`config.mk`:
```
export PLATFORM = sky130hd
export DESIGN_NAME = pipeline_hazard_ctrl_flat
export DESIGN_NICKNAME = d
export VERILOG_FILES = /design/src/rtl/pipeline_hazard_ctrl_if.sv /design/src/rtl/pipeline_hazard_ctrl.sv /design/src/flat_wrapper.sv
export SDC_FILE = /design/constraint.sdc
export NUM_CORES = 1
export LEC_CHECK = 0
export ABC_CLOCK_PERIOD_IN_PS = 3400
export BUFFER_PORTS_ARGS = -buffer_cell sky130_fd_sc_hd__buf_2
export CAP_MARGIN = 20
export CORE_UTILIZATION = 35
export DETAILED_ROUTE_END_ITERATION = 10
export GPL_TIMING_DRIVEN = 1
export PLACE_DENSITY_LB_ADDON = 0.1
export SYNTH_ARGS = -nofsm -noshare
export SYNTH_HDL_FRONTEND = slang
export SYNTH_SLANG_ARGS = --single-unit
```
`constraint.sdc`:
```
create_clock -name clk -period 3.4 [get_ports clk]
set_input_delay 0.17 -clock clk [delete_from_list [all_inputs] [get_ports clk]]
set_output_delay 0.17 -clock clk [all_outputs]
set_load 0.02 [all_outputs]
```
`src/rtl/pipeline_hazard_ctrl_if.sv`:
```
// Bundle between the 5-stage pipeline datapath and its hazard controller.
// master = datapath side, slave = controller side.
interface pipeline_hazard_ctrl_if;
    logic [4:0]  rs1D, rs2D, rs1E, rs2E;
    logic [4:0]  rdE, rdM, rdW;
    logic        reg_wrE, reg_wrM, reg_wrW;
    logic [1:0]  wb_selE;
    logic        br_takenE;
    logic        dmem_reqM;
    logic        dmem_ready;
    logic        stallF, stallD, stallE, stallM;
    logic        flushD, flushE, flushW;
    logic [1:0]  fwdAE, fwdBE;
    logic        mem_wait;
    logic        mem_err;
    logic [31:0] stall_cnt, flush_cnt;

    modport master (
        output rs1D, rs2D, rs1E, rs2E, rdE, rdM, rdW,
        output reg_wrE, reg_wrM, reg_wrW, wb_selE, br_takenE, dmem_reqM, dmem_ready,
        input  stallF, stallD, stallE, stallM, flushD, flushE, flushW,
        input  fwdAE, fwdBE, mem_wait, mem_err, stall_cnt, flush_cnt
    );

    modport slave (
        input  rs1D, rs2D, rs1E, rs2E, rdE, rdM, rdW,
        input  reg_wrE, reg_wrM, reg_wrW, wb_selE, br_takenE, dmem_reqM, dmem_ready,
        output stallF, stallD, stallE, stallM, flushD, flushE, flushW,
        output fwdAE, fwdBE, mem_wait, mem_err, stall_cnt, flush_cnt
    );
endinterface

```
`src/rtl/pipeline_hazard_ctrl.sv`:
```
// Hazard/sequencing controller for the 5-stage RV32I pipeline: load-use stalls,
// taken-branch flushes, data-memory wait with timeout, EX forwarding selects.
module pipeline_hazard_ctrl #(
    parameter int unsigned MAX_WAIT = 255,
    parameter logic [1:0]  LOAD_SEL = 2'b10
) (
    input logic                   clk,
    input logic                   rst,
    pipeline_hazard_ctrl_if.slave hz
);
    localparam int unsigned WAIT_W = 16;
    localparam int unsigned CNT_W  = 32;
    localparam logic [WAIT_W-1:0] WAIT_LIMIT = WAIT_W'(MAX_WAIT);

    typedef enum logic {
        RUN   = 1'b0,
        MWAIT = 1'b1
    } state_t;

    state_t             state_q, state_d;
    logic [WAIT_W-1:0]  wait_cnt_q, wait_cnt_d;
    logic               mem_err_q, mem_err_d;
    logic               mem_wait_q, mem_wait_d;
    logic [CNT_W-1:0]   stall_cnt_q, stall_cnt_d;
    logic [CNT_W-1:0]   flush_cnt_q, flush_cnt_d;

    logic memstall, lu, br_flush, stall_f_c;

    function automatic logic [1:0] fwd_sel(input logic [4:0] rs,
                                           input logic       wr_m, input logic [4:0] rd_m,
                                           input logic       wr_w, input logic [4:0] rd_w);
        logic [1:0] sel;
        sel = 2'b00;
        if (wr_m && (rd_m != 5'd0) && (rd_m == rs))      sel = 2'b01;
        else if (wr_w && (rd_w != 5'd0) && (rd_w == rs)) sel = 2'b10;
        return sel;
    endfunction

    // Combinational stall/flush/forward decode; memory stall dominates, branch beats load-use.
    always_comb begin
        memstall  = hz.dmem_reqM & ~hz.dmem_ready;
        lu        = hz.reg_wrE & (hz.wb_selE == LOAD_SEL) & (hz.rdE != 5'd0)
                  & ((hz.rdE == hz.rs1D) | (hz.rdE == hz.rs2D));
        br_flush  = 1'b0;
        stall_f_c = 1'b0;
        hz.stallF = 1'b0;
        hz.stallD = 1'b0;
        hz.stallE = 1'b0;
        hz.stallM = 1'b0;
        hz.flushD = 1'b0;
        hz.flushE = 1'b0;
        hz.flushW = 1'b0;
        hz.fwdAE  = 2'b00;
        hz.fwdBE  = 2'b00;
        if (rst) begin
            hz.flushD = 1'b1;
            hz.flushE = 1'b1;
            hz.flushW = 1'b1;
        end else begin
            hz.fwdAE = fwd_sel(hz.rs1E, hz.reg_wrM, hz.rdM, hz.reg_wrW, hz.rdW);
            hz.fwdBE = fwd_sel(hz.rs2E, hz.reg_wrM, hz.rdM, hz.reg_wrW, hz.rdW);
            if (memstall) begin
                stall_f_c = 1'b1;
                hz.stallD = 1'b1;
                hz.stallE = 1'b1;
                hz.stallM = 1'b1;
                hz.flushW = 1'b1;
            end else begin
                br_flush  = hz.br_takenE;
                stall_f_c = lu & ~hz.br_takenE;
                hz.stallD = lu & ~hz.br_takenE;
                hz.flushD = hz.br_takenE;
                hz.flushE = hz.br_takenE | lu;
            end
            hz.stallF = stall_f_c;
        end
    end

    // Memory-wait FSM, timeout detection and performance counters.
    always_comb begin
        state_d     = state_q;
        wait_cnt_d  = wait_cnt_q;
        mem_err_d   = mem_err_q;
        stall_cnt_d = stall_cnt_q + CNT_W'(stall_f_c);
        flush_cnt_d = flush_cnt_q + CNT_W'(br_flush);
        case (state_q)
            RUN: begin
                wait_cnt_d = '0;
                if (memstall) state_d = MWAIT;
            end
            MWAIT: begin
                if (hz.dmem_ready) begin
                    state_d    = RUN;
                    wait_cnt_d = '0;
                end else begin
                    // Counter parks at the limit so it can never wrap back under it.
                    if (wait_cnt_q < WAIT_LIMIT) wait_cnt_d = wait_cnt_q + WAIT_W'(1);
                    if (({1'b0, wait_cnt_q} + 17'd1) >= {1'b0, WAIT_LIMIT}) mem_err_d = 1'b1;
                end
            end
            default: state_d = RUN;
        endcase
        mem_wait_d = (state_d == MWAIT);
    end

    always_ff @(posedge clk or posedge rst) begin
        if (rst) begin
            state_q     <= RUN;
            wait_cnt_q  <= '0;
            mem_err_q   <= 1'b0;
            mem_wait_q  <= 1'b0;
            stall_cnt_q <= '0;
            flush_cnt_q <= '0;
        end else begin
            state_q     <= state_d;
            wait_cnt_q  <= wait_cnt_d;
            mem_err_q   <= mem_err_d;
            mem_wait_q  <= mem_wait_d;
            stall_cnt_q <= stall_cnt_d;
            flush_cnt_q <= flush_cnt_d;
        end
    end

    assign hz.mem_wait  = mem_wait_q;
    assign hz.mem_err   = mem_err_q;
    assign hz.stall_cnt = stall_cnt_q;
    assign hz.flush_cnt = flush_cnt_q;
endmodule

```
`src/flat_wrapper.sv`:
```
// flat-port wrapper written by rule: the top's interface ports become plain ports
module pipeline_hazard_ctrl_flat 
#(
    parameter int unsigned MAX_WAIT = 255,
    parameter logic [1:0]  LOAD_SEL = 2'b10
)
  (clk, rst, hz_rs1D, hz_rs2D, hz_rs1E, hz_rs2E, hz_rdE, hz_rdM, hz_rdW, hz_reg_wrE, hz_reg_wrM, hz_reg_wrW, hz_wb_selE, hz_br_takenE, hz_dmem_reqM, hz_dmem_ready, hz_stallF, hz_stallD, hz_stallE, hz_stallM, hz_flushD, hz_flushE, hz_flushW, hz_fwdAE, hz_fwdBE, hz_mem_wait, hz_mem_err, hz_stall_cnt, hz_flush_cnt);
  pipeline_hazard_ctrl_if hz_i ();
  input logic clk;
  input logic rst;
  input wire logic [$bits(hz_i.rs1D)-1:0] hz_rs1D;
  input wire logic [$bits(hz_i.rs2D)-1:0] hz_rs2D;
  input wire logic [$bits(hz_i.rs1E)-1:0] hz_rs1E;
  input wire logic [$bits(hz_i.rs2E)-1:0] hz_rs2E;
  input wire logic [$bits(hz_i.rdE)-1:0] hz_rdE;
  input wire logic [$bits(hz_i.rdM)-1:0] hz_rdM;
  input wire logic [$bits(hz_i.rdW)-1:0] hz_rdW;
  input wire logic [$bits(hz_i.reg_wrE)-1:0] hz_reg_wrE;
  input wire logic [$bits(hz_i.reg_wrM)-1:0] hz_reg_wrM;
  input wire logic [$bits(hz_i.reg_wrW)-1:0] hz_reg_wrW;
  input wire logic [$bits(hz_i.wb_selE)-1:0] hz_wb_selE;
  input wire logic [$bits(hz_i.br_takenE)-1:0] hz_br_takenE;
  input wire logic [$bits(hz_i.dmem_reqM)-1:0] hz_dmem_reqM;
  input wire logic [$bits(hz_i.dmem_ready)-1:0] hz_dmem_ready;
  output wire logic [$bits(hz_i.stallF)-1:0] hz_stallF;
  output wire logic [$bits(hz_i.stallD)-1:0] hz_stallD;
  output wire logic [$bits(hz_i.stallE)-1:0] hz_stallE;
  output wire logic [$bits(hz_i.stallM)-1:0] hz_stallM;
  output wire logic [$bits(hz_i.flushD)-1:0] hz_flushD;
  output wire logic [$bits(hz_i.flushE)-1:0] hz_flushE;
  output wire logic [$bits(hz_i.flushW)-1:0] hz_flushW;
  output wire logic [$bits(hz_i.fwdAE)-1:0] hz_fwdAE;
  output wire logic [$bits(hz_i.fwdBE)-1:0] hz_fwdBE;
  output wire logic [$bits(hz_i.mem_wait)-1:0] hz_mem_wait;
  output wire logic [$bits(hz_i.mem_err)-1:0] hz_mem_err;
  output wire logic [$bits(hz_i.stall_cnt)-1:0] hz_stall_cnt;
  output wire logic [$bits(hz_i.flush_cnt)-1:0] hz_flush_cnt;
  assign hz_i.rs1D = hz_rs1D;
  assign hz_i.rs2D = hz_rs2D;
  assign hz_i.rs1E = hz_rs1E;
  assign hz_i.rs2E = hz_rs2E;
  assign hz_i.rdE = hz_rdE;
  assign hz_i.rdM = hz_rdM;
  assign hz_i.rdW = hz_rdW;
  assign hz_i.reg_wrE = hz_reg_wrE;
  assign hz_i.reg_wrM = hz_reg_wrM;
  assign hz_i.reg_wrW = hz_reg_wrW;
  assign hz_i.wb_selE = hz_wb_selE;
  assign hz_i.br_takenE = hz_br_takenE;
  assign hz_i.dmem_reqM = hz_dmem_reqM;
  assign hz_i.dmem_ready = hz_dmem_ready;
  assign hz_stallF = hz_i.stallF;
  assign hz_stallD = hz_i.stallD;
  assign hz_stallE = hz_i.stallE;
  assign hz_stallM = hz_i.stallM;
  assign hz_flushD = hz_i.flushD;
  assign hz_flushE = hz_i.flushE;
  assign hz_flushW = hz_i.flushW;
  assign hz_fwdAE = hz_i.fwdAE;
  assign hz_fwdBE = hz_i.fwdBE;
  assign hz_mem_wait = hz_i.mem_wait;
  assign hz_mem_err = hz_i.mem_err;
  assign hz_stall_cnt = hz_i.stall_cnt;
  assign hz_flush_cnt = hz_i.flush_cnt;
  pipeline_hazard_ctrl #(.MAX_WAIT(MAX_WAIT), .LOAD_SEL(LOAD_SEL)) u_core (.clk(clk), .rst(rst), .hz(hz_i));
endmodule
```
==> impl_table.tex, run 1 <==
\begin{tabular}{lr}
\hline
Metric & Value \\
\hline
\multicolumn{2}{l}{\textbf{Power}} \\
PwrDens & 437.7 nW/um\^{}2 \\
Internal Power & 1.698 mW \\
Part of the power in combinational logic & 12.9\% \\
Clock network fraction of total power & 40.5\% \\
Sw Pwr & 641.2 uW \\
Switching part of the total power & 27.41\% \\
Fraction of power consumed by sequential logic & 46.7\% \\
VDD IR-drop max & 0.2053 mV \\
Static Leak & 2.654 nW \\
\multicolumn{2}{l}{\textbf{Yosys}} \\
Post-synthesis net count & 467 \\
Main combinational cell family by area after synthesis & simple AND/OR/NAND/NOR gates \\
Compound-Gate Fraction of Synth Area & 3.693\% \\
Sequential-to-total area share from yosys stat & 48.07\% \\
Predominant post-synthesis flop cell & dfrtp\_1 \\
Synth Register Bits & 82 \\
Post-synthesis share of cell area spent on and, or, nand and nor gates & 24.15\% \\
Yosys warns & 0 \\
Post-synthesis cell type count & 51 \\
Post-Synth Adder-Cell Area & 1.758\% \\
Mux cell area share after synthesis & 0.4982\% \\
Gate Count Post-Synth & 416 \\
Async S/R FF share, synth & 100.0\% \\
Synth Area per Inst & 10.26 sq um \\
EDFF count, synth & 0 \\
Xor and xnor area share after synthesis & 20.11\% \\
Summed instance area of the synthesized netlist & 4269 sq um \\
\multicolumn{2}{l}{\textbf{Detailed routing}} \\
Wire length on met3 & 370 um \\
WL/cell & 13.64 um \\
Post-detailed-route via-to-cell ratio & 4.900 \\
Total Wirelength & 9.437 mm \\
Highest signal layer in the routed design & met4 \\
Antenna Nets Post-Route & 0 \\
Post-Route M1 WL & 4.571 mm \\
Final routed DRC violation total & 0 \\
1st-iter DRT viols & 143 \\
Detail Route met2 WL & 4.310 mm \\
Iteration count of the initial detailed-routing pass & 4 \\
Total via count after detailed routing & 3391 \\
\multicolumn{2}{l}{\textbf{Die}} \\
Total number of placement rows & 39 \\
Die span in x & 112.4 um \\
DIE AREA & 12640 sq um \\
Die height & 112.4 um \\
I/O pins & 122 \\
Starting density of the core & 36.61\% \\
Placeable core area & 11660 sq um \\
\multicolumn{2}{l}{\textbf{Timing}} \\
Final worst path period share & 84.35\% \\
Total negative slack & 0 ps \\
Clock Skew & 6.909 ps \\
Number of hold violations in the final report & 0 \\
Number of pins with negative max-slew slack in the final report & 0 \\
Maximum clock rate & 348.7 MHz \\
RSZ-0062 raised after global routing & false \\
Number of setup violations in the final report & 0 \\
Max-slew headroom at the worst pin & 51.25\% \\
Least-Margin Pin Slew & 731.3 ps \\
Time the final worst path needs with I/O delays and setup & 2868 ps \\
\multicolumn{2}{l}{\textbf{Placement}} \\
Final RePlAce weighted congestion & 0.8606 \\
Buffers on Ports & 121 \\
HPWL after DPL & 7.008 mm \\
\multicolumn{2}{l}{\textbf{Critical path}} \\
Type of element capturing the critical path & primary output \\
Most frequent cell on the critical path & buf\_2 \\
Req. time, crit path & 3230 ps \\
CP cell instances & dlygate4sd3\_1, buf\_2, clkinvlp\_4, buf\_4, o211ai\_1, or4\_1, nor4\_1, buf\_2 \\
Type of the worst setup path & primary input to primary output \\
Delay of the slowest cell on the worst path & 580 ps \\
Sort of element at the start of the critical path & primary input \\
Crit-path slowest cell & buf\_4 \\
WP data arrival & 2700 ps \\
Biggest fanout along the worst timing path & 56 \\
\multicolumn{2}{l}{\textbf{Global route}} \\
Overall fraction of global-route tracks in use & 16.07\% \\
Residual overflow from global routing & 0 \\
Antenna violations before repair & 0 \\
Vias in the first global route & 3267 \\
First-pass GRT wire length & 16.10 mm \\
Largest net degree at the start of global routing & 57 \\
\multicolumn{2}{l}{\textbf{Clock tree}} \\
Clock-pin slew on the worst setup and hold paths & 60 ps \\
Clock root buffer & clkbuf\_16 \\
Num CTS Buffers & 9 \\
Deepest clock path buffer count & 2 \\
Resized cells post-CTS & 0 \\
H-tree levels & 3 \\
Insertion delay to the later sink of the worst-skew pair & 340 ps \\
Clock net sink count & 82 \\
CTS tree & done \\
\multicolumn{2}{l}{\textbf{Final layout}} \\
Most common cell after layout, fill and taps aside & buf\_2 \\
Ratio of cells with drive above 1 in the final layout & 28.05\% \\
Antenna diode count & 0 \\
Nets@finish & 595 \\
FILL cells & 1107 \\
Util after Layout & 45.83\% \\
Most frequent cells in the layout & 121 x buf\_2, 82 x dfrtp\_1, 53 x xnor2\_1, 45 x xor2\_1, 38 x nor2\_1 \\
Area growth syn-to-layout & 25.21\% \\
\multicolumn{2}{l}{\textbf{Min path}} \\
Class of the tightest hold or removal check & primary input to flip-flop \\
\multicolumn{2}{l}{\textbf{Run}} \\
Total of max-cap violations & 0 \\
\multicolumn{2}{l}{\textbf{Run status}} \\
Outcome & completed \\
\hline
\end{tabular}
## kinds of logic after synthesis
kind of cell / count (synthesis)
buf+inv: 17
simple gates: 190
mux: 2
xor+xnor: 98
compound gates: 21
fa+ha+maj: 6
flops: 82
## final cells by class
class | count | area [sq um] | area share, %
clock buffer | 13 | 270.3 | 5.056
clock inverter | 3 | 22.52 | 0.4213
inverter | 10 | 41.29 | 0.7725
multi-input combinational | 317 | 2150 | 40.22
sequential | 82 | 2052 | 38.39
tap | 143 | 178.9 | 3.347
timing repair buffer | 124 | 630.6 | 11.80
## synth_stat cells (2+ instances only)
cell type	count	area share, %
a211oi_1	2	0.35
a21oi_1	2	0.23
and2_1	8	1.2
and3_1	12	1.8
and4_1	2	0.41
buf_4	2	0.35
clkbuf_1	3	0.26
dfrtp_1	82	48
ha_1	6	1.8
inv_1	10	0.88
nand2_1	31	2.7
nand2b_1	3	0.44
nand3_1	33	3.9
nand3b_1	2	0.35
nand4_1	22	3.2
nand4b_1	2	0.41
nor2_1	38	3.3
nor3_1	15	1.8
nor4_1	5	0.73
nor4_4	2	1.0
o211ai_1	3	0.53
o21ai_0	4	0.47
or4_1	3	0.53
xnor2_1	53	11
xor2_1	45	9.2
## state kept, by name, indices dropped and copies added (netlist names)
name                 count
u_core.hz.flush_cnt     32
u_core.hz.mem_err        1
u_core.hz.stall_cnt     32
u_core.state_q           1
u_core.wait_cnt_q       16
## metrics by stage
step	cells	setup WS (ps)	instance area, sq um	power (mW)	hold WS, ps
after global routing	692	277.5	5345	2.450	22.97
after detailed placement	675	516.6	5042	1.417	354.0
after CTS	692	440.5	5345	2.374	5.434
after global placement	675	627.0	5042	1.411	352.2
final	692	532.1	5345	2.339	11.23
after floorplan	416	139.0	4279	1.274	236.4
## path summary, 6_finish.rpt
path	start	to	slack, ps	depth (start not counted)
worst max-delay path	rst	hz_fwdBE[1]	530	8
worst min register to register	u_core.hz.flush_cnt[31]$_DFF_PP0_	u_core.hz.flush_cnt[31]$_DFF_PP0_	470	1
min in group asynchronous	rst	u_core.hz.flush_cnt[0]$_DFF_PP0_	540	4
worst min-delay path	hz_dmem_ready	u_core.state_q$_DFF_PP0_	10	2
max in group asynchronous	rst	u_core.hz.flush_cnt[10]$_DFF_PP0_	2230	4
worst max register to register	u_core.wait_cnt_q[0]$_DFFE_PP0P_	u_core.hz.mem_err$_DFFE_PP0P_	1260	6
## repair_timing
item                      CTS  global route
setup buffers               0             0
hold endpoints to repair   28             0
hold buffers                1             0
## power groups by stage
stage | sequential, mW | combinational (mW) | clock [mW]
after floorplan | 1.17 | 0.108 | 0
after global placement | 1.11 | 0.304 | 0
after detailed placement | 1.11 | 0.306 | 0
after CTS | 1.09 | 0.308 | 0.973
after global routing | 1.10 | 0.330 | 1.02
final | 1.09 | 0.301 | 0.947
## worst max-delay path, delay by kind of cell
kind / cells / cell delay, ps
AOI/OAI and AO/OA: 1 / 200
buffers and inverters: 5 / 1570
and+or+nand+nor: 2 / 760
## metal layers
layer / GRT usage, % / vias up
met5: 0 / -
met4: 7.378 / 0
met3: 3.294 / 16
met2: 25.09 / 90
met1: 21.50 / 1587
li1: - / 1698
No activity file was read; power rests on OpenSTA's default activity.
==> inputs of run 2 (changes only) <==
Settings changed: ABC_CLOCK_PERIOD_IN_PS 3400 to 2900.
Clock period 3.4 ns to 2.9 ns, I/O delays scaled along.
==> impl_table.tex, run 2 (synthesized netlist as in run 1, its figures left out) <==
\begin{tabular}{lr}
\hline
Metric & Value \\
\hline
\multicolumn{2}{l}{\textbf{Die}} \\
Total number of placement rows & 39 \\
I/O pins & 122 \\
Die span in x & 112.4 um \\
Die height & 112.4 um \\
Placeable core area & 11660 sq um \\
Starting density of the core & 36.61\% \\
DIE AREA & 12640 sq um \\
\multicolumn{2}{l}{\textbf{Min path}} \\
Class of the tightest hold or removal check & primary input to asynchronous set/reset pin \\
\multicolumn{2}{l}{\textbf{Detailed routing}} \\
1st-iter DRT viols & 165 \\
Final routed DRC violation total & 0 \\
Highest signal layer in the routed design & met4 \\
Post-Route M1 WL & 4.506 mm \\
Total via count after detailed routing & 3407 \\
Iteration count of the initial detailed-routing pass & 6 \\
Antenna Nets Post-Route & 0 \\
WL/cell & 13.56 um \\
Detail Route met2 WL & 4.283 mm \\
Post-detailed-route via-to-cell ratio & 4.909 \\
Wire length on met3 & 486 um \\
Total Wirelength & 9.414 mm \\
\multicolumn{2}{l}{\textbf{Critical path}} \\
Buffers and inverters on the worst path & 2 \\
Crit-path slowest cell & dlygate4sd3\_1 \\
CP cell instances & dlygate4sd3\_1, buf\_2, nand2b\_1, nand2\_1, nand2\_4, a21oi\_4, ha\_4, ha\_4, nand4\_1, nor4\_2, nand3\_1, nor2\_1, xor2\_1 \\
Biggest fanout along the worst timing path & 6 \\
Register-to-Register Setup Slack & 760 ps \\
Category of cells accounting for the largest share of critical-path delay & simple AND/OR/NAND/NOR gates \\
Sort of element at the start of the critical path & primary input \\
Most frequent cell on the critical path & ha\_4 \\
Type of element capturing the critical path & flip-flop \\
RR Startpoint & u\_core.wait\_cnt\_q[0]\$\_DFFE\_PP0P\_ \\
Reg2reg path depth & 6 \\
Endpoint of the worst-slack reg-to-reg timing path & u\_core.hz.mem\_err\$\_DFFE\_PP0P\_ \\
WP data arrival & 2850 ps \\
Crit path launch & hz\_dmem\_ready \\
Req. time, crit path & 3160 ps \\
Type of the worst setup path & primary input to flip-flop \\
Delay of the slowest cell on the worst path & 530 ps \\
\multicolumn{2}{l}{\textbf{Timing}} \\
Number of pins with negative max-slew slack in the final report & 0 \\
Number of setup violations in the final report & 0 \\
Time the final worst path needs with I/O delays and setup & 2589 ps \\
Max-slew headroom at the worst pin & 56.85\% \\
Maximum clock rate & 386.2 MHz \\
RSZ-0062 raised after global routing & false \\
Number of hold violations in the final report & 0 \\
Least-Margin Pin Slew & 647.2 ps \\
Final worst path period share & 89.28\% \\
Clock Skew & 6.421 ps \\
\multicolumn{2}{l}{\textbf{Clock tree}} \\
Clock-pin slew on the worst setup and hold paths & 60 ps \\
Post-CTS Hold Fix Bufs & 1 \\
Num CTS Buffers & 9 \\
Buffer count from post-CTS setup fixing & 0 \\
Deepest clock path buffer count & 2 \\
H-tree levels & 3 \\
Resized cells post-CTS & 0 \\
Clock root buffer & clkbuf\_16 \\
Clock net sink count & 82 \\
CTS tree & done \\
Insertion delay to the later sink of the worst-skew pair & 340 ps \\
\multicolumn{2}{l}{\textbf{Final layout}} \\
Antenna diode count & 0 \\
Most frequent cells in the layout & 121 x buf\_2, 82 x dfrtp\_1, 53 x xnor2\_1, 45 x xor2\_1, 37 x nor2\_1 \\
Area growth syn-to-layout & 27.61\% \\
Util after Layout & 46.71\% \\
Nets@finish & 597 \\
Most common cell after layout, fill and taps aside & buf\_2 \\
Ratio of cells with drive above 1 in the final layout & 29.40\% \\
\multicolumn{2}{l}{\textbf{Placement}} \\
HPWL after DPL & 7.079 mm \\
Buffers on Ports & 121 \\
Final RePlAce weighted congestion & 0.7803 \\
\multicolumn{2}{l}{\textbf{Power}} \\
Internal Power & 2.126 mW \\
Fraction of power consumed by sequential logic & 44.4\% \\
Switching part of the total power & 26.88\% \\
Sw Pwr & 781.6 uW \\
Clock network fraction of total power & 43.0\% \\
VDD IR-drop max & 0.2634 mV \\
Static Leak & 2.692 nW \\
Total design power & 2.908 mW \\
PwrDens & 533.8 nW/um\^{}2 \\
Part of the power in combinational logic & 12.6\% \\
\multicolumn{2}{l}{\textbf{Global route}} \\
Largest net degree at the start of global routing & 52 \\
Antenna violations before repair & 0 \\
Overall fraction of global-route tracks in use & 15.92\% \\
First-pass GRT wire length & 16.09 mm \\
Vias in the first global route & 3366 \\
Residual overflow from global routing & 0 \\
\multicolumn{2}{l}{\textbf{Run status}} \\
Outcome & completed \\
\multicolumn{2}{l}{\textbf{Run}} \\
Total of max-cap violations & 0 \\
\hline
\end{tabular}
==> run 2: cell count changes in the layout (fill, tap and decap cells not counted), moves of 2 or more <==
cell,change
ha_4,+2
clkinv_4,+2
ha_1,-2
clkinvlp_4,-2
bufinv_16,+2
clkbuf_8,-2
buf_4,+2
==> run 2: tightest hold or removal path, stage by stage <==
cell        delay [ps]
buf_2              140
clkinvlp_4         100
buf_4              390
==> run 2: how the worst max path moves through the flow <==
stage	to	slack [ps]	cells after the start
after floorplan	u_core.hz.stall_cnt[28]$_DFF_PP0_	-40	10
after global placement	u_core.hz.stall_cnt[16]$_DFF_PP0_	340	13
after detailed placement	u_core.hz.stall_cnt[16]$_DFF_PP0_	290	13
after CTS	u_core.hz.stall_cnt[16]$_DFF_PP0_	270	13
after global routing	u_core.hz.stall_cnt[16]$_DFF_PP0_	60	13
final	u_core.hz.stall_cnt[16]$_DFF_PP0_	310	13
==> run 2: layout make-up <==
type | count | area [sq um]
inverter | 10 | 41.29
tap | 143 | 178.9
multi-input combinational | 317 | 2201
sequential | 82 | 2052
clock buffer | 10 | 239.0
clock inverter | 6 | 90.09
fill | 1125 | 6215
timing repair buffer | 126 | 645.6
==> run 2: metrics by stage <==
step | TNS, ps | setup slack [ps] | std cells | instance area, sq um | hold slack (ps)
finish | 0 | 310.8 | 694 | 5448 | 13.77
global route | 0 | 60.85 | 694 | 5448 | 69.75
detailed placement | 0 | 290.2 | 677 | 5109 | 338.8
global placement | 0 | 343.1 | 677 | 5109 | 335.7
floorplan | -118.3 | -39.13 | 416 | 4330 | 211.4
CTS | 0 | 273.3 | 694 | 5448 | 28.18
==> run 2: metal layers <==
metal	vias to the layer above	GRT usage (%)
li1	1704	-
met1	1616	21.03
met2	76	25.22
met3	11	4.320
met4	0	5.511
met5	-	0
==> run 2: power groups by stage <==
| stage | Clock (mW) | Combinational (mW) | Sequential, mW |
|---|---|---|---|
| 3_5_place_dp | 0 | 0.375 | 1.31 |
| 4_1_cts | 1.29 | 0.379 | 1.29 |
| 6_report | 1.25 | 0.368 | 1.29 |
| 3_3_place_gp | 0 | 0.369 | 1.31 |
| 5_1_grt | 1.34 | 0.407 | 1.30 |
| 2_1_floorplan | 0 | 0.133 | 1.38 |
